<file path="src/rtl/asmd_collect_pkg.sv">
// Shared definitions for the A/E/F result collector: FSM encoding and record layout.
package asmd_collect_pkg;

  typedef enum logic {IDLE = 1'b0, RUN = 1'b1} state_t;

  // Cycle count sits at the bottom; the other fields are offsets above it.
  localparam int CYC_LSB = 0;
  localparam int A_LSB   = 0;
  localparam int E_BIT   = 4;
  localparam int TO_BIT  = 5;

  function automatic int rec_w(input int cnt_w);
    return cnt_w + 6;
  endfunction

endpackage

</file>
<file path="src/rtl/result_fifo.sv">
// Synchronous first-word-fall-through FIFO; a push while full only lands if a pop frees a slot.
module result_fifo #(
  parameter int WIDTH = 14,
  parameter int DEPTH = 4
) (
  input  logic                     clock,
  input  logic                     reset_b,
  input  logic                     push,
  input  logic [WIDTH-1:0]         push_data,
  output logic                     full,
  input  logic                     pop,
  output logic [WIDTH-1:0]         pop_data,
  output logic                     empty,
  output logic [$clog2(DEPTH):0]   count
);
  localparam int AW = $clog2(DEPTH);

  logic [WIDTH-1:0] mem [DEPTH];
  logic [AW-1:0]    wr_ptr, rd_ptr;
  logic             do_push, do_pop;

  assign empty    = (count == '0);
  assign full     = (count == (AW+1)'(DEPTH));
  assign do_pop   = pop & ~empty;
  assign do_push  = push & (~full | do_pop);
  assign pop_data = empty ? '0 : mem[rd_ptr];

  always_ff @(posedge clock or negedge reset_b) begin
    if (!reset_b) begin
      wr_ptr <= '0;
      rd_ptr <= '0;
      count  <= '0;
    end else begin
      if (do_push) wr_ptr <= wr_ptr + 1'b1;
      if (do_pop)  rd_ptr <= rd_ptr + 1'b1;
      case ({do_push, do_pop})
        2'b10:   count <= count + 1'b1;
        2'b01:   count <= count - 1'b1;
        default: count <= count;
      endcase
    end
  end

  always_ff @(posedge clock) begin
    if (do_push) mem[wr_ptr] <= push_data;
  end

endmodule

</file>
<file path="src/rtl/asmd_result_collector.sv">
// Measures each Start..F-rise run of the A/E/F example and queues {timeout, E, A, cycles} records.
// Optional run timeout is compiled in with `define ASMD_TIMEOUT_EN.
module asmd_result_collector
  import asmd_collect_pkg::*;
#(
  parameter int DEPTH       = 4,
  parameter int CNT_W       = 8,
  parameter int TIMEOUT_CYC = 200
) (
  input  logic                        clock,
  input  logic                        reset_b,
  input  logic                        Start,
  input  logic [3:0]                  A,
  input  logic                        E,
  input  logic                        F,
  output logic                        out_valid,
  input  logic                        out_ready,
  output logic [rec_w(CNT_W)-1:0]     out_data,
  output logic [$clog2(DEPTH):0]      fifo_count,
  output logic                        overflow,
  input  logic                        clr_ovf
);
  localparam int RW = rec_w(CNT_W);
`ifdef ASMD_TIMEOUT_EN
  localparam bit TO_EN = 1'b1;
`else
  localparam bit TO_EN = 1'b0;
`endif

  state_t           state;
  logic [CNT_W-1:0] cnt, cnt_nxt;
  logic             f_d, f_rise, to_hit, rec_push, drop;
  logic             fifo_full, fifo_empty;
  logic [RW-1:0]    rec;

  // Recorded length counts the edge that samples the completion, hence the +1.
  assign cnt_nxt  = (cnt == {CNT_W{1'b1}}) ? cnt : cnt + 1'b1;
  assign f_rise   = F & ~f_d;
  assign to_hit   = TO_EN && (int'(cnt_nxt) == TIMEOUT_CYC - 1);
  assign rec_push = (state == RUN) && !Start && (f_rise || to_hit);
  assign drop     = rec_push & fifo_full & ~out_ready;
  assign out_valid = ~fifo_empty;

  always_comb begin
    rec = '0;
    rec[CYC_LSB +: CNT_W]   = cnt_nxt;
    rec[CNT_W+A_LSB +: 4]   = A;
    rec[CNT_W+E_BIT]        = E;
    rec[CNT_W+TO_BIT]       = to_hit;
  end

  always_ff @(posedge clock or negedge reset_b) begin
    if (!reset_b) begin
      state    <= IDLE;
      cnt      <= '0;
      f_d      <= 1'b0;
      overflow <= 1'b0;
    end else begin
      f_d <= F;
      case (state)
        IDLE: if (Start) begin
          state <= RUN;
          cnt   <= '0;
        end
        RUN: begin
          if (Start)         cnt   <= '0;
          else if (rec_push) state <= IDLE;
          else               cnt   <= cnt_nxt;
        end
        default: state <= IDLE;
      endcase
      if (drop)         overflow <= 1'b1;
      else if (clr_ovf) overflow <= 1'b0;
    end
  end

  result_fifo #(.WIDTH(RW), .DEPTH(DEPTH)) u_fifo (
    .clock     (clock),
    .reset_b   (reset_b),
    .push      (rec_push),
    .push_data (rec),
    .full      (fifo_full),
    .pop       (out_ready),
    .pop_data  (out_data),
    .empty     (fifo_empty),
    .count     (fifo_count)
  );

endmodule

</file>
<file path="config.mk">
export PLATFORM = sky130hd
export DESIGN_NAME = asmd_result_collector
export DESIGN_NICKNAME = d
export VERILOG_FILES = /design/src/rtl/asmd_collect_pkg.sv /design/src/rtl/result_fifo.sv /design/src/rtl/asmd_result_collector.sv
export SDC_FILE = /design/constraint.sdc
export NUM_CORES = 1
export LEC_CHECK = 0
export BUFFER_PORTS_ARGS = -buffer_cell sky130_fd_sc_hd__buf_2
export CAP_MARGIN = 5
export CORE_MARGIN = 2
export CORE_UTILIZATION = 63
export DETAILED_ROUTE_END_ITERATION = 10
export PLACE_DENSITY = 0.91
export SLEW_MARGIN = 10
export SYNTH_ARGS = -nofsm -noshare
export SYNTH_HDL_FRONTEND = slang
export SYNTH_SLANG_ARGS = --single-unit
</file>
<file path="constraint.sdc">
create_clock -name clock -period 4.39 [get_ports clock]
set_input_delay 0.2195 -clock clock [delete_from_list [all_inputs] [get_ports clock]]
set_output_delay 0.2195 -clock clock [all_outputs]
set_load 0.02 [all_outputs]
</file>
==> results of run 1 <==
sequential cells by signal, summed over array words and instances, names as in the netlist:
| register | cells |
|---|---|
| overflow | 1 |
| f_d | 1 |
| state | 1 |
| u_fifo.rd_ptr | 2 |
| u_fifo.mem | 52 |
| u_fifo.count | 3 |
| cnt | 8 |
| u_fifo.wr_ptr | 2 |
layer usage:
metal  global-route usage  vias up  routed length [microns]
met1               0.2875      833                     2295
met5                    0        -                        0
met3              0.04472       12                      235
met4               0.1151        0                       88
met2               0.3036       57                     2484
li1                     -      797                        -
metrics by stage:
step / util / instances / area, sq um
finish: 0.7316 / 298 / 3478
global route: 0.7316 / 298 / 3478
CTS: 0.7316 / 298 / 3478
detailed placement: 0.6876 / 281 / 3269
global placement: 0.6876 / 281 / 3269
floorplan: - / 195 / 3114
critical path, cell delays in order (launching register included):
cell and delay, ps:
dfrtp_1 910, mux4_2 630, and2_1 180, buf_2 150
final cells by class:
class	instances	area (sq um)
clock buffer	10	137.6
clock inverter	6	61.31
fill	304	1276
inverter	7	26.28
multi-input combinational	109	1007
sequential	70	2012
tap	67	83.83
timing repair buffer	29	150.1
power by group:
part | internal (mW) | switching [mW]
registers | 0.773 | 0.100
clock network | 0.276 | 0.237
logic | 0.279 | 0.300
placed cells by master (no fill, tap or decap), types with 2 or more instances in the layout:
master | netlist | routed
a21o_1 | 2 | 2
a21oi_1 | 6 | 6
and2_1 | 19 | 19
and3_1 | 2 | 2
and4_1 | 3 | 3
buf_2 | 3 | 28
clkbuf_8 | 0 | 10
clkinv_2 | 0 | 3
dfrtp_1 | 18 | 18
edfxtp_1 | 52 | 52
ha_1 | 6 | 6
inv_1 | 7 | 7
mux2_2 | 2 | 2
mux2i_1 | 2 | 2
mux4_1 | 2 | 2
mux4_2 | 11 | 11
nand2_1 | 6 | 6
nand3_1 | 5 | 5
nand4_1 | 2 | 2
nor2_1 | 9 | 9
nor3_1 | 4 | 4
o21a_1 | 2 | 2
xnor2_1 | 4 | 4
xor2_1 | 4 | 4
final timing paths:
kind                                         startpoint                      endpoint  slack (ps)  cells past startpoint
setup / recovery           u_fifo.rd_ptr[0]$_DFFE_PN0P_                   out_data[5]        1950                      3
hold / removal                                        F                 f_d$_DFF_PN0_          40                      1
setup reg to reg            u_fifo.count[0]$_DFFE_PN0P_   u_fifo.count[2]$_DFFE_PN0P_        2040                      9
hold reg to reg                    overflow$_DFFE_PN0P_          overflow$_DFFE_PN0P_         480                      2
max in group asynchronous                       reset_b            cnt[5]$_DFFE_PN0P_        3750                      2
min in group asynchronous                       reset_b  u_fifo.rd_ptr[0]$_DFFE_PN0P_         340                      2
logic make-up (layout without fill, tap and decap cells):
family | count (synthesis) | in the layout | synth area share
flops | 70 | 70 | 0.6460
simple gates | 59 | 59 | 0.1193
compound gates | 17 | 17 | 0.03977
mux | 17 | 17 | 0.1101
buf+inv | 16 | 52 | 0.03053
xor+xnor | 8 | 8 | 0.02250
fa+ha+maj | 7 | 7 | 0.03053
other cells | 1 | 1 | 0.001204
==> run summary, run 1 <==
post-synthesis register bit count: 70
Post-synth top cells: edfxtp_1, and2_1, dfrtp_1, mux4_2, nor2_1
crit path DAT: 2220 ps
CP Capture Type: output port
Reg clk slew, reported paths: 70 ps
Worst VDD drop: 0.0002931 V
cell count after synthesis: 195
Fin. Hold Viols: 0
Yosys warnings: 0
Hold WC Path Type: in -> reg
first-pass GRT wire length: 7935 microns
hold_buf cts: 1
DRC Markers: 0
hpwl dp: 3319 microns
initial DRC count: 128
Total Wirelength: 5104 microns
crit path kind: reg -> out
largest net degree at the start of global routing: 19
CTS sink count: 70
CTS buffer count: 9
num rows: 25
Max Slew Vio Count: 0
total grt overflow: 0
First-pass DRT Iterations: 4
Buffers on Ports: 28
Clock Root Buffer: clkbuf_8
Bufs on Longest Clock Path: 2
RSZ-0062 raised after global routing: false
Antenna diodes: 0
Final period util: 0.5549
average wire per standard cell: 17.13 microns
hold slack: 39.04 ps
Syn Area/Cell: 15.97 sq um
Startpoint Class: flip-flop
Worst Skew: 8.662 ps
Slew @ Worst Pin: 865.7 ps
final setup fails: 0
area grow syn2layout: 11.69%
post-synth cell types: 44
Final WS setup: 1954 ps
minimum clock period: 2436 ps
Critical Path Fanout Max: 15
Core Box Area: 4755 sq um
total chip power: 1.964 mW
pre-CTS setup slack: 2056 ps
status: finished, final reports clean
overall routing resource usage: 0.2050
RD Place Congestion: 0.8349
ys flop type: edfxtp_1
DIE AREA: 5522 sq um
mapped cell area: 3114 sq um
# Post-CTS Setup Buffers: 0
largest area contributor in the netlist: edfxtp_1
layout net count: 244
routed via count: 1699
leading post-synthesis cells by cell area: edfxtp_1, dfrtp_1, mux4_2
PD cells: 564.7 nW/um^2
number of global-route vias before repair: 1595
Post-CTS Resized: 0
# IOs: 30
Slew HR: 0.4229
Max Cap Violations: 0
sequential element share of the synthesized area: 0.6460
Post-synth ARST share: 0.2571
area share of the largest cell type after synthesis: 0.5014
Net Count, Synth: 213
P_leak: 1.353 nW
fmax: 410.5 MHz
Post-synth EDFFs: 52
CTS tree: done
Die Y: 74.31 microns
Die Wd: 74.31 microns
Clk Latency, worst-skew pair: 340 ps
H-tree Lvls: 3
layout cells sized above 1: 0.2857
setup TNS: 0 ps
Req. time, crit path: 4170 ps
antenna viol nets, final: 0
initial antenna violation count: 0
drt via density: 5.701
count leader, synth: edfxtp_1
Initial Util: 0.6550
Power figures use the tool's default switching activity.
==> inputs of run 2 (changes only) <==
Settings changed: CORE_UTILIZATION 63 to 58, PLACE_DENSITY 0.91 to 0.85.
Clock period 4.39 ns to 2.35 ns, I/O delays scaled along.
==> run summary, run 2 (synthesis gave the netlist of run 1 again) <==
number of global-route vias before repair: 1715 (was 1595)
Largest register FFs: 52 (unchanged)
Startpoint Class: flip-flop (unchanged)
commonest cells after routing, fill and taps aside: edfxtp_1, buf_2, and2_1, dfrtp_1, mux4_2 (unchanged)
CTS buffer count: 9 (unchanged)
Buffers on Ports: 28 (unchanged)
Worst VDD drop: 0.0005051 V (was 0.0002931 V)
layout cells sized above 1: 0.3089 (was 0.2857)
Fill cells: 357 (was 304)
P_leak: 1.456 nW (was 1.353 nW)
initial DRC count: 83 (was 128)
Req. time, crit path: 2610 ps (was 4170 ps)
hpwl dp: 3411 microns (was 3319 microns)
DIE AREA: 5971 sq um (was 5522 sq um)
drt via density: 5.424 (was 5.701)
area grow syn2layout: 18.48% (was 11.69%)
setup TNS: 0 ps (unchanged)
Slew @ Worst Pin: 593.6 ps (was 865.7 ps)
CP Capture Type: flip-flop (was output port)
Largest Register: u_fifo.mem (unchanged)
DRC Markers: 0 (unchanged)
Slew HR: 0.6043 (was 0.4229)
FF-to-FF setup slack: 140 ps (was 2040 ps)
RSZ-0062 raised after global routing: false (unchanged)
crit path DAT: 2470 ps (was 2220 ps)
PD cells: 1103 nW/um^2 (was 564.7 nW/um^2)
Final period util: 0.9393
Die Y: 77.28 microns (was 74.31 microns)
R2R depth: 9 (unchanged)
average wire per standard cell: 16.29 microns (was 17.13 microns)
minimum clock period: 2207 ps
final setup fails: 0 (unchanged)
Regs by FF count: u_fifo.mem x52, cnt x8, u_fifo.count x3 (unchanged)
Cell Count, Final, Fillers Out: 316 (was 298)
Worst Skew: 8.248 ps (was 8.662 ps)
routed via count: 1714 (was 1699)
Bufs on Longest Clock Path: 2 (unchanged)
fmax: 453.0 MHz
CTS tree: done (unchanged)
antenna viol nets, final: 0 (unchanged)
commonest non-fill, non-tap cell in the layout: edfxtp_1 (unchanged)
Antenna diodes: 0 (unchanged)
layout net count: 259 (was 244)
Critical Path Fanout Max: 5 (was 15)
Clock Root Buffer: clkbuf_8 (unchanged)
Max Cap Violations: 0 (unchanged)
initial antenna violation count: 0 (unchanged)
RD Place Congestion: 0.8241 (was 0.8349)
# IOs: 30 (unchanged)
total grt overflow: 0 (unchanged)
Die Wd: 77.28 microns (was 74.31 microns)
Clk Latency, worst-skew pair: 330 ps (was 340 ps)
Core Box Area: 5140 sq um (was 4755 sq um)
hold depth: 3 (was 1)
Max Slew Vio Count: 0 (unchanged)
CP Launch Point: u_fifo.count[1]$_DFFE_PN0P_ (was u_fifo.rd_ptr[0]$_DFFE_PN0P_)
Fin. Hold Viols: 0 (unchanged)
placed insts: 291 (was 281)
largest net degree at the start of global routing: 19 (unchanged)
CP Capture Point: u_fifo.count[2]$_DFFE_PN0P_ (was out_data[5])
status: finished, final reports clean (unchanged)
H-tree Lvls: 3 (unchanged)
Initial Util: 0.6059 (was 0.6550)
First-pass DRT Iterations: 4 (unchanged)
overall routing resource usage: 0.1909 (was 0.2050)
crit path kind: reg -> reg (was reg -> out)
Total Wirelength: 5147 microns (was 5104 microns)
total chip power: 4.068 mW (was 1.964 mW)
first-pass GRT wire length: 8376 microns (was 7935 microns)
Worst R2R End: u_fifo.count[2]$_DFFE_PN0P_ (unchanged)
Hold WC Path Type: in -> reg (unchanged)
Worst R2R Start: u_fifo.count[1]$_DFFE_PN0P_ (was u_fifo.count[0]$_DFFE_PN0P_)
Reg clk slew, reported paths: 80 ps (was 70 ps)
num rows: 26 (was 25)
CTS sink count: 70 (unchanged)
-- run 2: cell types whose count changed in the layout (fill, tap and decap cells not counted), moves of 2 or more --
cell | before | now
buf_4 | 0 | 8
dlygate4sd3_1 | 1 | 7
bufinv_16 | 1 | 4
clkinv_2 | 3 | 1
-- run 2: worst min-delay path by stage --
stage | from | end
final | clr_ovf | overflow$_DFFE_PN0P_
after global routing | clr_ovf | overflow$_DFFE_PN0P_
after CTS | clr_ovf | overflow$_DFFE_PN0P_
after detailed placement | reset_b | overflow$_DFFE_PN0P_
after global placement | reset_b | u_fifo.wr_ptr[0]$_DFFE_PN0P_
after floorplan | reset_b | cnt[0]$_DFFE_PN0P_
-- run 2: cell type report --
class                   count  area, sq um  area share
clock buffers              10        127.6     0.03459
repair buffers             44        290.3     0.07867
clock inverters             6        133.9     0.03628
well taps                  70        87.58     0.02374
flip-flops and latches     70         2012      0.5453
inverters                   7        26.28    0.007121
multi-input cells         109         1012      0.2743
-- run 2: power breakdown --
part | switching (mW) | internal (mW) | total (mW)
sequential | 0.113 | 1.44 | 1.56
clock | 0.433 | 0.813 | 1.25
combinational | 0.659 | 0.605 | 1.26
-- run 2: stage by stage --
stage / hold slack (ps) / setup WS (ps) / util / cell area, sq um
global placement: 64.79 / 164.2 / 0.6495 / 3338
CTS: 63.21 / 36.53 / 0.7140 / 3670
finish: 83.49 / 142.6 / 0.7179 / 3690
global route: 99.39 / 8.127 / 0.7179 / 3690
detailed placement: 70.86 / 53.13 / 0.6495 / 3338
floorplan: -178.1 / 60.91 / - / 3114
-- run 2: timing repair --
item	CTS	global route
hold buffers	7	0
endpoints found under the setup margin	0	1
hold endpoints to repair	38	0
resized for setup	0	2
setup buffers	0	2
-- run 2: worst max-delay path: stages, from the launching register on --
cell     delay [ps]
dfrtp_1         420
or4b_4          500
nor4b_4         150
inv_1            70
ha_2            170
inv_1            60
fa_2            340
xor2_1          150
nor2_1          130
xor2_1          140
-- run 2: routing by layer --
metal	part of all wire	global-route usage	wire, microns	up-vias
met3	0.035	0.03882	180	4
met5	0	0	0	-
met4	0.0099	0.09107	51	0
met2	0.52	0.3122	2669	36
met1	0.44	0.2461	2246	848
li1	-	-	-	826
